`src/rtl/hazard_control_unit_pkg.sv`:
```
// rtl/hazard_control_unit_pkg.sv - shared pipeline hazard definitions: FSM states, control vectors, timeout default
package hazard_control_unit_pkg;

    localparam int MEM_TIMEOUT_DEFAULT = 255;
    localparam int WAIT_W              = 8;

    typedef enum logic [1:0] {
        ST_RUN      = 2'd0,
        ST_MEM_WAIT = 2'd1,
        ST_MDU_WAIT = 2'd2,
        ST_ERROR    = 2'd3
    } hcu_state_e;

    typedef struct packed {
        logic stall_if;
        logic stall_id;
        logic stall_ex;
        logic stall_mem;
        logic flush_id;
        logic flush_ex;
        logic flush_mem;
        logic pc_write_en;
        logic pc_redirect;
    } hcu_ctrl_t;

    // Bit order: stall if/id/ex/mem, flush id/ex/mem, pc_write_en, pc_redirect
    localparam hcu_ctrl_t CTRL_NONE     = 9'b0000_000_1_0;
    localparam hcu_ctrl_t CTRL_MEM      = 9'b1111_000_0_0;
    localparam hcu_ctrl_t CTRL_MDU      = 9'b1110_001_0_0;
    localparam hcu_ctrl_t CTRL_BRANCH   = 9'b0000_110_1_1;
    localparam hcu_ctrl_t CTRL_LOAD_USE = 9'b1100_010_0_0;

    function automatic logic load_use_hazard(
        input logic [4:0] rs1,
        input logic [4:0] rs2,
        input logic       rs1_used,
        input logic       rs2_used,
        input logic [4:0] rd,
        input logic       mem_read
    );
        return mem_read && (rd != 5'd0) &&
               ((rs1_used && (rs1 == rd)) || (rs2_used && (rs2 == rd)));
    endfunction

endpackage

```
`src/rtl/hazard_control_unit_if.sv`:
```
// rtl/hazard_control_unit_if.sv - pipeline status in / stall-flush control out bundle
interface hazard_control_unit_if;

    logic [4:0]  RS1_ID;
    logic [4:0]  RS2_ID;
    logic        RS1_USED_ID;
    logic        RS2_USED_ID;
    logic [4:0]  RD_EX;
    logic        MEM_READ_EX;
    logic        BRANCH_TAKEN_EX;
    logic        MDU_START_EX;
    logic        MDU_DONE;
    logic        MEM_REQ_MEM;
    logic        DCACHE_READY;

    logic        STALL_IF;
    logic        STALL_ID;
    logic        STALL_EX;
    logic        STALL_MEM;
    logic        FLUSH_ID;
    logic        FLUSH_EX;
    logic        FLUSH_MEM;
    logic        PC_WRITE_EN;
    logic        PC_REDIRECT;
    logic        ERROR;
    logic [31:0] STALL_CYCLES;

    modport master (
        output RS1_ID, RS2_ID, RS1_USED_ID, RS2_USED_ID, RD_EX, MEM_READ_EX,
               BRANCH_TAKEN_EX, MDU_START_EX, MDU_DONE, MEM_REQ_MEM, DCACHE_READY,
        input  STALL_IF, STALL_ID, STALL_EX, STALL_MEM, FLUSH_ID, FLUSH_EX,
               FLUSH_MEM, PC_WRITE_EN, PC_REDIRECT, ERROR, STALL_CYCLES
    );

    modport slave (
        input  RS1_ID, RS2_ID, RS1_USED_ID, RS2_USED_ID, RD_EX, MEM_READ_EX,
               BRANCH_TAKEN_EX, MDU_START_EX, MDU_DONE, MEM_REQ_MEM, DCACHE_READY,
        output STALL_IF, STALL_ID, STALL_EX, STALL_MEM, FLUSH_ID, FLUSH_EX,
               FLUSH_MEM, PC_WRITE_EN, PC_REDIRECT, ERROR, STALL_CYCLES
    );

endinterface

```
`src/rtl/hazard_control_unit_wait_timer.sv`:
```
// rtl/hazard_control_unit_wait_timer.sv - memory-wait cycle counter with terminal-count flag
module hazard_control_unit_wait_timer
    import hazard_control_unit_pkg::*;
#(
    parameter int MEM_TIMEOUT = MEM_TIMEOUT_DEFAULT
) (
    input  logic clk_i,
    input  logic rst_i,
    input  logic start_i,
    input  logic inc_i,
    output logic tc_o
);

    logic [WAIT_W-1:0] count_q;
    logic [WAIT_W-1:0] count_d;

    // Entering the wait state already counts as the first wait cycle
    always_comb begin
        count_d = count_q;
        if (start_i) begin
            count_d = WAIT_W'(1);
        end else if (inc_i) begin
            count_d = count_q + WAIT_W'(1);
        end
    end

    always_ff @(posedge clk_i) begin
        if (rst_i) begin
            count_q <= '0;
        end else begin
            count_q <= count_d;
        end
    end

    assign tc_o = (count_q == WAIT_W'(MEM_TIMEOUT));

endmodule

```
`src/rtl/hazard_control_unit.sv`:
```
// rtl/hazard_control_unit.sv - pipeline stall/flush/redirect controller with memory-wait timeout
module hazard_control_unit
    import hazard_control_unit_pkg::*;
#(
    parameter int MEM_TIMEOUT = MEM_TIMEOUT_DEFAULT
) (
    input  logic                  CLK,
    input  logic                  RST,
    hazard_control_unit_if.slave  hz
);

    hcu_state_e  state_q;
    hcu_state_e  state_d;
    logic [31:0] stall_cycles_q;
    logic [31:0] stall_cycles_d;
    hcu_ctrl_t   ctrl;
    logic        error_flag;
    logic        run_rules;
    logic        tmr_start;
    logic        tmr_inc;
    logic        tmr_tc;
    logic        load_use;

    assign load_use = load_use_hazard(hz.RS1_ID, hz.RS2_ID, hz.RS1_USED_ID, hz.RS2_USED_ID,
                                      hz.RD_EX, hz.MEM_READ_EX);

    hazard_control_unit_wait_timer #(
        .MEM_TIMEOUT (MEM_TIMEOUT)
    ) u_wait_timer (
        .clk_i   (CLK),
        .rst_i   (RST),
        .start_i (tmr_start),
        .inc_i   (tmr_inc),
        .tc_o    (tmr_tc)
    );

    always_comb begin
        state_d    = state_q;
        ctrl       = CTRL_NONE;
        error_flag = 1'b0;
        run_rules  = 1'b0;
        tmr_start  = 1'b0;
        tmr_inc    = 1'b0;

        case (state_q)
            ST_RUN: begin
                if (hz.MEM_REQ_MEM && !hz.DCACHE_READY) begin
                    ctrl      = CTRL_MEM;
                    state_d   = ST_MEM_WAIT;
                    tmr_start = 1'b1;
                end else begin
                    run_rules = 1'b1;
                end
            end
            ST_MEM_WAIT: begin
                if (!hz.DCACHE_READY) begin
                    ctrl = CTRL_MEM;
                    if (tmr_tc) begin
                        state_d = ST_ERROR;
                    end else begin
                        tmr_inc = 1'b1;
                    end
                end else begin
                    // The held EX instruction gets its normal treatment on the exit cycle
                    state_d   = ST_RUN;
                    run_rules = 1'b1;
                end
            end
            ST_MDU_WAIT: begin
                if (!hz.MDU_DONE) begin
                    ctrl = CTRL_MDU;
                end else begin
                    state_d = ST_RUN;
                end
            end
            ST_ERROR: begin
                ctrl       = CTRL_MEM;
                error_flag = 1'b1;
            end
        endcase

        if (run_rules) begin
            if (hz.MDU_START_EX && !hz.MDU_DONE) begin
                ctrl    = CTRL_MDU;
                state_d = ST_MDU_WAIT;
            end else if (hz.BRANCH_TAKEN_EX) begin
                ctrl = CTRL_BRANCH;
            end else if (load_use) begin
                ctrl = CTRL_LOAD_USE;
            end
        end

        if (RST) begin
            ctrl       = CTRL_NONE;
            error_flag = 1'b0;
            tmr_start  = 1'b0;
            tmr_inc    = 1'b0;
        end
    end

    assign stall_cycles_d = ctrl.stall_if ? stall_cycles_q + 32'd1 : stall_cycles_q;

    always_ff @(posedge CLK) begin
        if (RST) begin
            state_q        <= ST_RUN;
            stall_cycles_q <= '0;
        end else begin
            state_q        <= state_d;
            stall_cycles_q <= stall_cycles_d;
        end
    end

    assign hz.STALL_IF     = ctrl.stall_if;
    assign hz.STALL_ID     = ctrl.stall_id;
    assign hz.STALL_EX     = ctrl.stall_ex;
    assign hz.STALL_MEM    = ctrl.stall_mem;
    assign hz.FLUSH_ID     = ctrl.flush_id;
    assign hz.FLUSH_EX     = ctrl.flush_ex;
    assign hz.FLUSH_MEM    = ctrl.flush_mem;
    assign hz.PC_WRITE_EN  = ctrl.pc_write_en;
    assign hz.PC_REDIRECT  = ctrl.pc_redirect;
    assign hz.ERROR        = error_flag;
    assign hz.STALL_CYCLES = stall_cycles_q;

endmodule

```
`src/flat_wrapper.sv`:
```
// flat-port wrapper written by rule: the top's interface ports become plain ports
module hazard_control_unit_flat import hazard_control_unit_pkg::*;
#(
    parameter int MEM_TIMEOUT = MEM_TIMEOUT_DEFAULT
)
  (CLK, RST, hz_RS1_ID, hz_RS2_ID, hz_RS1_USED_ID, hz_RS2_USED_ID, hz_RD_EX, hz_MEM_READ_EX, hz_BRANCH_TAKEN_EX, hz_MDU_START_EX, hz_MDU_DONE, hz_MEM_REQ_MEM, hz_DCACHE_READY, hz_STALL_IF, hz_STALL_ID, hz_STALL_EX, hz_STALL_MEM, hz_FLUSH_ID, hz_FLUSH_EX, hz_FLUSH_MEM, hz_PC_WRITE_EN, hz_PC_REDIRECT, hz_ERROR, hz_STALL_CYCLES);
  hazard_control_unit_if hz_i ();
  input  logic CLK;
  input  logic RST;
  input wire logic [$bits(hz_i.RS1_ID)-1:0] hz_RS1_ID;
  input wire logic [$bits(hz_i.RS2_ID)-1:0] hz_RS2_ID;
  input wire logic [$bits(hz_i.RS1_USED_ID)-1:0] hz_RS1_USED_ID;
  input wire logic [$bits(hz_i.RS2_USED_ID)-1:0] hz_RS2_USED_ID;
  input wire logic [$bits(hz_i.RD_EX)-1:0] hz_RD_EX;
  input wire logic [$bits(hz_i.MEM_READ_EX)-1:0] hz_MEM_READ_EX;
  input wire logic [$bits(hz_i.BRANCH_TAKEN_EX)-1:0] hz_BRANCH_TAKEN_EX;
  input wire logic [$bits(hz_i.MDU_START_EX)-1:0] hz_MDU_START_EX;
  input wire logic [$bits(hz_i.MDU_DONE)-1:0] hz_MDU_DONE;
  input wire logic [$bits(hz_i.MEM_REQ_MEM)-1:0] hz_MEM_REQ_MEM;
  input wire logic [$bits(hz_i.DCACHE_READY)-1:0] hz_DCACHE_READY;
  output wire logic [$bits(hz_i.STALL_IF)-1:0] hz_STALL_IF;
  output wire logic [$bits(hz_i.STALL_ID)-1:0] hz_STALL_ID;
  output wire logic [$bits(hz_i.STALL_EX)-1:0] hz_STALL_EX;
  output wire logic [$bits(hz_i.STALL_MEM)-1:0] hz_STALL_MEM;
  output wire logic [$bits(hz_i.FLUSH_ID)-1:0] hz_FLUSH_ID;
  output wire logic [$bits(hz_i.FLUSH_EX)-1:0] hz_FLUSH_EX;
  output wire logic [$bits(hz_i.FLUSH_MEM)-1:0] hz_FLUSH_MEM;
  output wire logic [$bits(hz_i.PC_WRITE_EN)-1:0] hz_PC_WRITE_EN;
  output wire logic [$bits(hz_i.PC_REDIRECT)-1:0] hz_PC_REDIRECT;
  output wire logic [$bits(hz_i.ERROR)-1:0] hz_ERROR;
  output wire logic [$bits(hz_i.STALL_CYCLES)-1:0] hz_STALL_CYCLES;
  assign hz_i.RS1_ID = hz_RS1_ID;
  assign hz_i.RS2_ID = hz_RS2_ID;
  assign hz_i.RS1_USED_ID = hz_RS1_USED_ID;
  assign hz_i.RS2_USED_ID = hz_RS2_USED_ID;
  assign hz_i.RD_EX = hz_RD_EX;
  assign hz_i.MEM_READ_EX = hz_MEM_READ_EX;
  assign hz_i.BRANCH_TAKEN_EX = hz_BRANCH_TAKEN_EX;
  assign hz_i.MDU_START_EX = hz_MDU_START_EX;
  assign hz_i.MDU_DONE = hz_MDU_DONE;
  assign hz_i.MEM_REQ_MEM = hz_MEM_REQ_MEM;
  assign hz_i.DCACHE_READY = hz_DCACHE_READY;
  assign hz_STALL_IF = hz_i.STALL_IF;
  assign hz_STALL_ID = hz_i.STALL_ID;
  assign hz_STALL_EX = hz_i.STALL_EX;
  assign hz_STALL_MEM = hz_i.STALL_MEM;
  assign hz_FLUSH_ID = hz_i.FLUSH_ID;
  assign hz_FLUSH_EX = hz_i.FLUSH_EX;
  assign hz_FLUSH_MEM = hz_i.FLUSH_MEM;
  assign hz_PC_WRITE_EN = hz_i.PC_WRITE_EN;
  assign hz_PC_REDIRECT = hz_i.PC_REDIRECT;
  assign hz_ERROR = hz_i.ERROR;
  assign hz_STALL_CYCLES = hz_i.STALL_CYCLES;
  hazard_control_unit #(.MEM_TIMEOUT(MEM_TIMEOUT)) u_core (.CLK(CLK), .RST(RST), .hz(hz_i));
endmodule
```
`config.mk`:
```
export PLATFORM = sky130hd
export DESIGN_NAME = hazard_control_unit_flat
export DESIGN_NICKNAME = d
export VERILOG_FILES = /design/src/rtl/hazard_control_unit_pkg.sv /design/src/rtl/hazard_control_unit_if.sv /design/src/rtl/hazard_control_unit_wait_timer.sv /design/src/rtl/hazard_control_unit.sv /design/src/flat_wrapper.sv
export SDC_FILE = /design/constraint.sdc
export NUM_CORES = 1
export LEC_CHECK = 0
export ABC_AREA = 1
export CAP_MARGIN = 0
export CORE_MARGIN = 2
export CORE_UTILIZATION = 26
export DETAILED_ROUTE_END_ITERATION = 16
export GPL_ROUTABILITY_DRIVEN = 0
export GPL_TIMING_DRIVEN = 0
export PLACE_DENSITY_LB_ADDON = 0.12
export SETUP_SLACK_MARGIN = 0.02
export SLEW_MARGIN = 5
export SYNTH_ARGS = -nofsm -noshare
export SYNTH_HDL_FRONTEND = slang
export SYNTH_SLANG_ARGS = --single-unit
```
`constraint.sdc`:
```
create_clock -name CLK -period 4.75 [get_ports CLK]
set_input_delay 0.475 -clock CLK [delete_from_list [all_inputs] [get_ports CLK]]
set_output_delay 0.475 -clock CLK [all_outputs]
set_load 0.01 [all_outputs]
```
### After elaboration in Yosys (flattened, before gate mapping)

Index checks and enable logic that the tools add are counted.

* add/subtract/negate cells: 2
* eq/ne operators: 6
* multiplexer cells: 30
* reduce and logical (&&, ||, !) cells: 13

Operators by type and width (count)
* 9-bit two-way mux: 8
* 9-bit one-hot mux with 4 select lines: 1
* 32-bit by 1-bit adder with 32-bit output (second input constant): 1
* 1-bit two-way mux: 13
* 2-bit two-way mux: 6
* 5-bit equality test: 2
* 8-bit by 1-bit adder with 8-bit output (second input constant): 1
* 8-bit equality test (second input constant): 1
* 1-bit logical AND: 6
* 2-bit one-hot mux with 3 select lines: 1
* 5-bit nonzero test: 1
* 2-bit equality test (second input constant): 2
* 2-bit by 1-bit equality test with 1-bit output (second input constant): 1
* 1-bit logical NOT: 2
* 2-bit logical NOT: 1
* 1-bit one-hot mux with 2 select lines: 1
* 2-bit nonzero test: 1
* 2-bit OR reduction: 1
* 1-bit logical OR: 1

* bits in registers: 42
* input bits: 25
* output and inout port bits: 42
* logic and storage cells: 55

### Depth between registers and ports, before layout

* depth in word-level cells: 9
* depth in mapped cells: 13
* depth with buffers taken out: 13

### By module

Synthesis repeated with hierarchy kept, for this count alone.

* cell total of the unflattened synthesis: 446
* area, all modules: 2849.0 um^2

Modules (own cells, without submodules)
* hazard_control_unit: instances 1, cells an instance 394, area an instance 2469.9 um^2, sequential area each 680.7 um^2
* hazard_control_unit_wait_timer: instances 1, cells an instance 52, area an instance 379.1 um^2, sequential area each 160.2 um^2

### Least setup slack after synthesis

No wires, ideal clock.

* kind: input to output
* from: input port hz_RS2_ID[1]
* to: output port hz_STALL_IF
* arrival time: 1562 ps
* data required time: 4275 ps
* path slack: 2713 ps
* stages: 11
* path buffers: 1
* cell sequence: inv_1 nand2_1 nand2_1 nor2_1 nand3_1 nand2_2 nand3_4 nand2_8 nand2_1 nor2_1 buf_4

* word-level cells in the longest chain between the ends: 9

RTL lines
* from (decl): line flat_wrapper.sv:11 `input wire logic [$bits(hz_i.RS2_ID)-1:0] hz_RS2_ID;`
* 5-bit equality test: line hazard_control_unit_pkg.sv:42 `((rs1_used && (rs1 == rd)) || (rs2_used && (rs2 == rd)));`
* 1-bit logical AND: line hazard_control_unit_pkg.sv:42
* 1-bit logical OR: line hazard_control_unit_pkg.sv:42
* 1-bit logical AND: line hazard_control_unit_pkg.sv:41 `return mem_read && (rd != 5'd0) &&`
* 9-bit two-way mux: line hazard_control_unit.sv:88 `end else if (load_use) begin`
* 9-bit two-way mux: line hazard_control_unit.sv:86 `end else if (hz.BRANCH_TAKEN_EX) begin`
* 9-bit two-way mux: line hazard_control_unit.sv:83 `if (hz.MDU_START_EX && !hz.MDU_DONE) begin`
* 9-bit two-way mux: line hazard_control_unit.sv:82 `if (run_rules) begin`
* 9-bit two-way mux: line hazard_control_unit.sv:93 `if (RST) begin`
* to (decl): line flat_wrapper.sv:21 `output wire logic [$bits(hz_i.STALL_IF)-1:0] hz_STALL_IF;`

Every way passes these cells.

### Worst setup path after layout

* from: input port hz_RD_EX[4]
* to: output port hz_STALL_IF

* word-level cells in the longest chain between the ends: 9
* elaborated cells on any way between the ends: 13
* those cells by class: eq/ne: 2; mux: 5; reduce/logical: 6

RTL lines
* from (decl): line flat_wrapper.sv:14 `input wire logic [$bits(hz_i.RD_EX)-1:0] hz_RD_EX;`
* 5-bit equality test: line hazard_control_unit_pkg.sv:42
* 1-bit logical AND: line hazard_control_unit_pkg.sv:42
* 1-bit logical OR: line hazard_control_unit_pkg.sv:42
* 1-bit logical AND (*): line hazard_control_unit_pkg.sv:41
* 9-bit two-way mux (*): line hazard_control_unit.sv:88
* 9-bit two-way mux (*): line hazard_control_unit.sv:86
* 9-bit two-way mux (*): line hazard_control_unit.sv:83
* 9-bit two-way mux (*): line hazard_control_unit.sv:82
* 9-bit two-way mux (*): line hazard_control_unit.sv:93

Mark *: on every way between the ends. The rest lies on a longest branch, timed or not.

==> reports/metrics.cfg <==
[logic_synthesis]
async_s_r_ff_share_synth=0
yosys.area.top_type_share=0.280
dominant_cells_by_area_after_synthesis=sky130_fd_sc_hd__dfxtp_1 (28%), sky130_fd_sc_hd__nand2_1 (17%), sky130_fd_sc_hd__nor2_1 (11%), sky130_fd_sc_hd__inv_1 (9.6%), sky130_fd_sc_hd__nand3_2 (7.7%)
syn-cell-area_mm2=0.00300
yosys.cell_count.top_type=sky130_fd_sc_hd__nand2_1
synth_commonest_cells=sky130_fd_sc_hd__nand2_1 (134), sky130_fd_sc_hd__nor2_1 (90), sky130_fd_sc_hd__inv_1 (77)
yosys_register_bits=42
synth-warning-count=0
synth_seq_area_share=0.280
synth-edff-count=0
yosysUniqueCellTypes=33
synth_xor_xnor_area_share=0.0117
synth-adder-area-share=0.00834
synth_area_per_cell_um2=6.16
synth_mux_area_frac=0
synth_top_family_by_area=simple AND/OR/NAND/NOR gates
synth_top_area_cell=sky130_fd_sc_hd__dfxtp_1
synth_simple_gate_area_frac=0.527
compound_cell_area_share_of_the_yosys_netlist=0.0309
yosys_most_used_dff=sky130_fd_sc_hd__dfxtp_1
synthCells=487
postSynthNetCount=514

[timing]
finalHoldViolCount=0
fmax_mhz=312
report.final.slew_viol_count=0
timing_worst_slew_pin_value_ns=0.617
slew-limit-headroom=0.589
final-setup-viol-count=0
period_needed_ns=3.21
finalCritPeriodShare=0.676
setup-tns-final_ns=0
rsz0062_at_grt=false
setup_ws_ns=1.54
fin_worst_skew_ns=0.00985

[power]
p_clk_frac=0.473
power.sequential.fraction=0.376
intPower_mw=0.727
power_density_mw_per_mm2=240
netSwitchingFraction=0.249
leakagePower_nw=1.73
share_comb_of_total_power=0.152
power_switching_mw=0.242
worst_ir_drop_vdd_v=0.000177
power.total_mw=0.969

[route]
vias_per_cell=4.36
detail_route.iter0.violations=157
post-route-drc-count=0
drt_pre_antenna_iters=4
total_length_of_routed_wires_um=8320
ant_nets=0
detailroute.via_count=3071
routedWlPerCell_um=11.8

[global_routing]
grt_residual_overflow=0
grt_use_total=0.141
antenna_found_initial=0
largest_net_degree_at_the_start_of_global_routing=15
global_route.usage.met3=0.0338
grt_util_met1=0.179
first_pass_grt_wire_length_um=14200
grt.met2_usage=0.236
grt.busiest_layer=met2
number_of_global_route_vias_before_repair=3000

[finish]
final_net_count=587
areaGrowthSynthToFinish_pct=34.5
final_layout_size_suffix_gt1_frac=0.128
num_antenna_cells=0
final_core_util=0.356

[critical_path]
timing.critical_path.required_ns=4.28
cp-startpoint=hz_RD_EX[4]
critical-path-max-stage-delay_ns=0.53
timing.critical_path.arrival_ns=2.73
cpMaxStageDelayCell=sky130_fd_sc_hd__clkdlybuf4s50_1
worst_setup_path_type=in -> out
cp_cell_sequence=clkdlybuf4s50_1, inv_2, nand2_1, nand2_1, nor2_1, nand3_1, nand2_2, nand3_4, nand2_8, nand2_1, nor2_1, buf_4, clkdlybuf4s50_1
timing.critical_path.mode_cell=sky130_fd_sc_hd__nand2_1
cp_max_fo=9
start_kind=input port
endpoint_kind=output port
r2r_start=u_core.hz.STALL_CYCLES[0]

[hold_path]
hold_path.startpoint=u_core.u_wait_timer.count_q[5]
worst_hold_path_type=reg -> reg

[flow_run]
drv.max_cap_violation_count=0

[placed_design]
port_buffers=66
post-dp-hpwl_um=6420
place_worst_setup_slack_ns=1.51

[clock_tree]
post_cts_resized=0
cts_inserted_buffers=5
cts.sinks=42
tritoncts=done
clk_pin_slew_ns=0.07
post_cts.repair.setup_buffers=0
clkLatencyLatePin_ns=0.29
cts.hold.buffers_added=0
cts_htree_levels=2
clockBufferDepth=2
clock-root-buffer=sky130_fd_sc_hd__clkbuf_16

[floorplanning]
floorplan.initialDensity=0.265
core_area_mm2=0.0113
fp.dieW_um=111
total_die_area_mm2=0.0124
row_count=39
die_ht_um=111
io_pins=67

[run_status]
outcome=finished clean

==> power by group through the flow <==
stage	sequential [mW]	clock [mW]	combinational, mW
after CTS	0.364	0.468	0.149
after global routing	0.365	0.482	0.164
final	0.364	0.458	0.147
after global placement	0.372	0	0.148
after detailed placement	0.372	0	0.148
after floorplan	0.372	0	0.0854
==> worst paths after layout <==
check / slack [ns] / end / depth (start not counted)
setup / recovery: 1.54 / hz_STALL_IF / 13
setup reg to reg: 2.82 / u_core.hz.STALL_CYCLES[26] / 13
hold / removal: 0.48 / u_core.u_wait_timer.count_q[5] / 2
hold reg to reg: 0.48 / u_core.u_wait_timer.count_q[5] / 2
==> per-layer routing <==
layer / wire length, um / share of wire
met5: 0 / 0
met4: 143 / 0.017
met3: 421 / 0.051
met2: 3750 / 0.45
met1: 4010 / 0.48
==> flip-flops by register name (all words and copies together) (netlist names) <==
signal and count:
u_core.hz.STALL_CYCLES 32, u_core.u_wait_timer.count_q 8, u_core.state_q 2
==> worst max-delay path, delay by kind of cell <==
kind	cells	cell delay, ns
buf+inv	4	1.25
simple gates	9	1.01
==> layout by cell type, fill, tap and decap left out, types with 2 or more instances in the layout <==
master                            Yosys  layout
sky130_fd_sc_hd__inv_2                8       8
sky130_fd_sc_hd__a21oi_1              6       6
sky130_fd_sc_hd__a31oi_1              3       3
sky130_fd_sc_hd__buf_2                4       4
sky130_fd_sc_hd__nand3_1             24      24
sky130_fd_sc_hd__nor3_1              16      16
sky130_fd_sc_hd__nand2_2              4       4
sky130_fd_sc_hd__nor3_2               2       2
sky130_fd_sc_hd__o21ai_0              4       4
sky130_fd_sc_hd__buf_12               2       2
sky130_fd_sc_hd__dfxtp_1             42      42
sky130_fd_sc_hd__nor4_1               3       3
sky130_fd_sc_hd__nor3b_1              2       2
sky130_fd_sc_hd__nor2_2               8       8
sky130_fd_sc_hd__bufinv_16            0       2
sky130_fd_sc_hd__nand2_1            134     134
sky130_fd_sc_hd__xnor2_1              3       3
sky130_fd_sc_hd__nand4_1             13      13
sky130_fd_sc_hd__nor2_4               3       3
sky130_fd_sc_hd__ha_1                 2       2
sky130_fd_sc_hd__nand3_2             23      23
sky130_fd_sc_hd__buf_4                4       4
sky130_fd_sc_hd__clkdlybuf4s50_1      0      66
sky130_fd_sc_hd__inv_1               77      77
sky130_fd_sc_hd__nor2_1              90      90
sky130_fd_sc_hd__clkbuf_16            0       5
==> cell families after synthesis <==
kind of cell,count (synthesis)
AO/OA/AOI/OAI,16
XOR/XNOR,4
adder cells (fa/ha/maj),2
buffers and inverters,97
flip-flops,42
AND/OR/NAND/NOR,326
==> layout make-up <==
cell class | instances | area (um2)
buffer | 12 | 105
clock buffer | 5 | 125
clock inverter | 3 | 68.8
fill | 1267 | 7290
inverter | 85 | 319
multi-input combinational | 348 | 1730
sequential | 42 | 841
tap | 143 | 179
timing repair buffer | 66 | 661
==> through the flow <==
| step | hold slack (ns) | instance area, um2 | instances |
|---|---|---|---|
| floorplan | 0.452 | 3000 | 487 |
| global placement | 0.472 | 3840 | 696 |
| detailed placement | 0.472 | 3840 | 696 |
| CTS | 0.483 | 4030 | 704 |
| global route | 0.508 | 4030 | 704 |
| finish | 0.478 | 4030 | 704 |
Note: power is estimated with default switching activity, not from simulation.
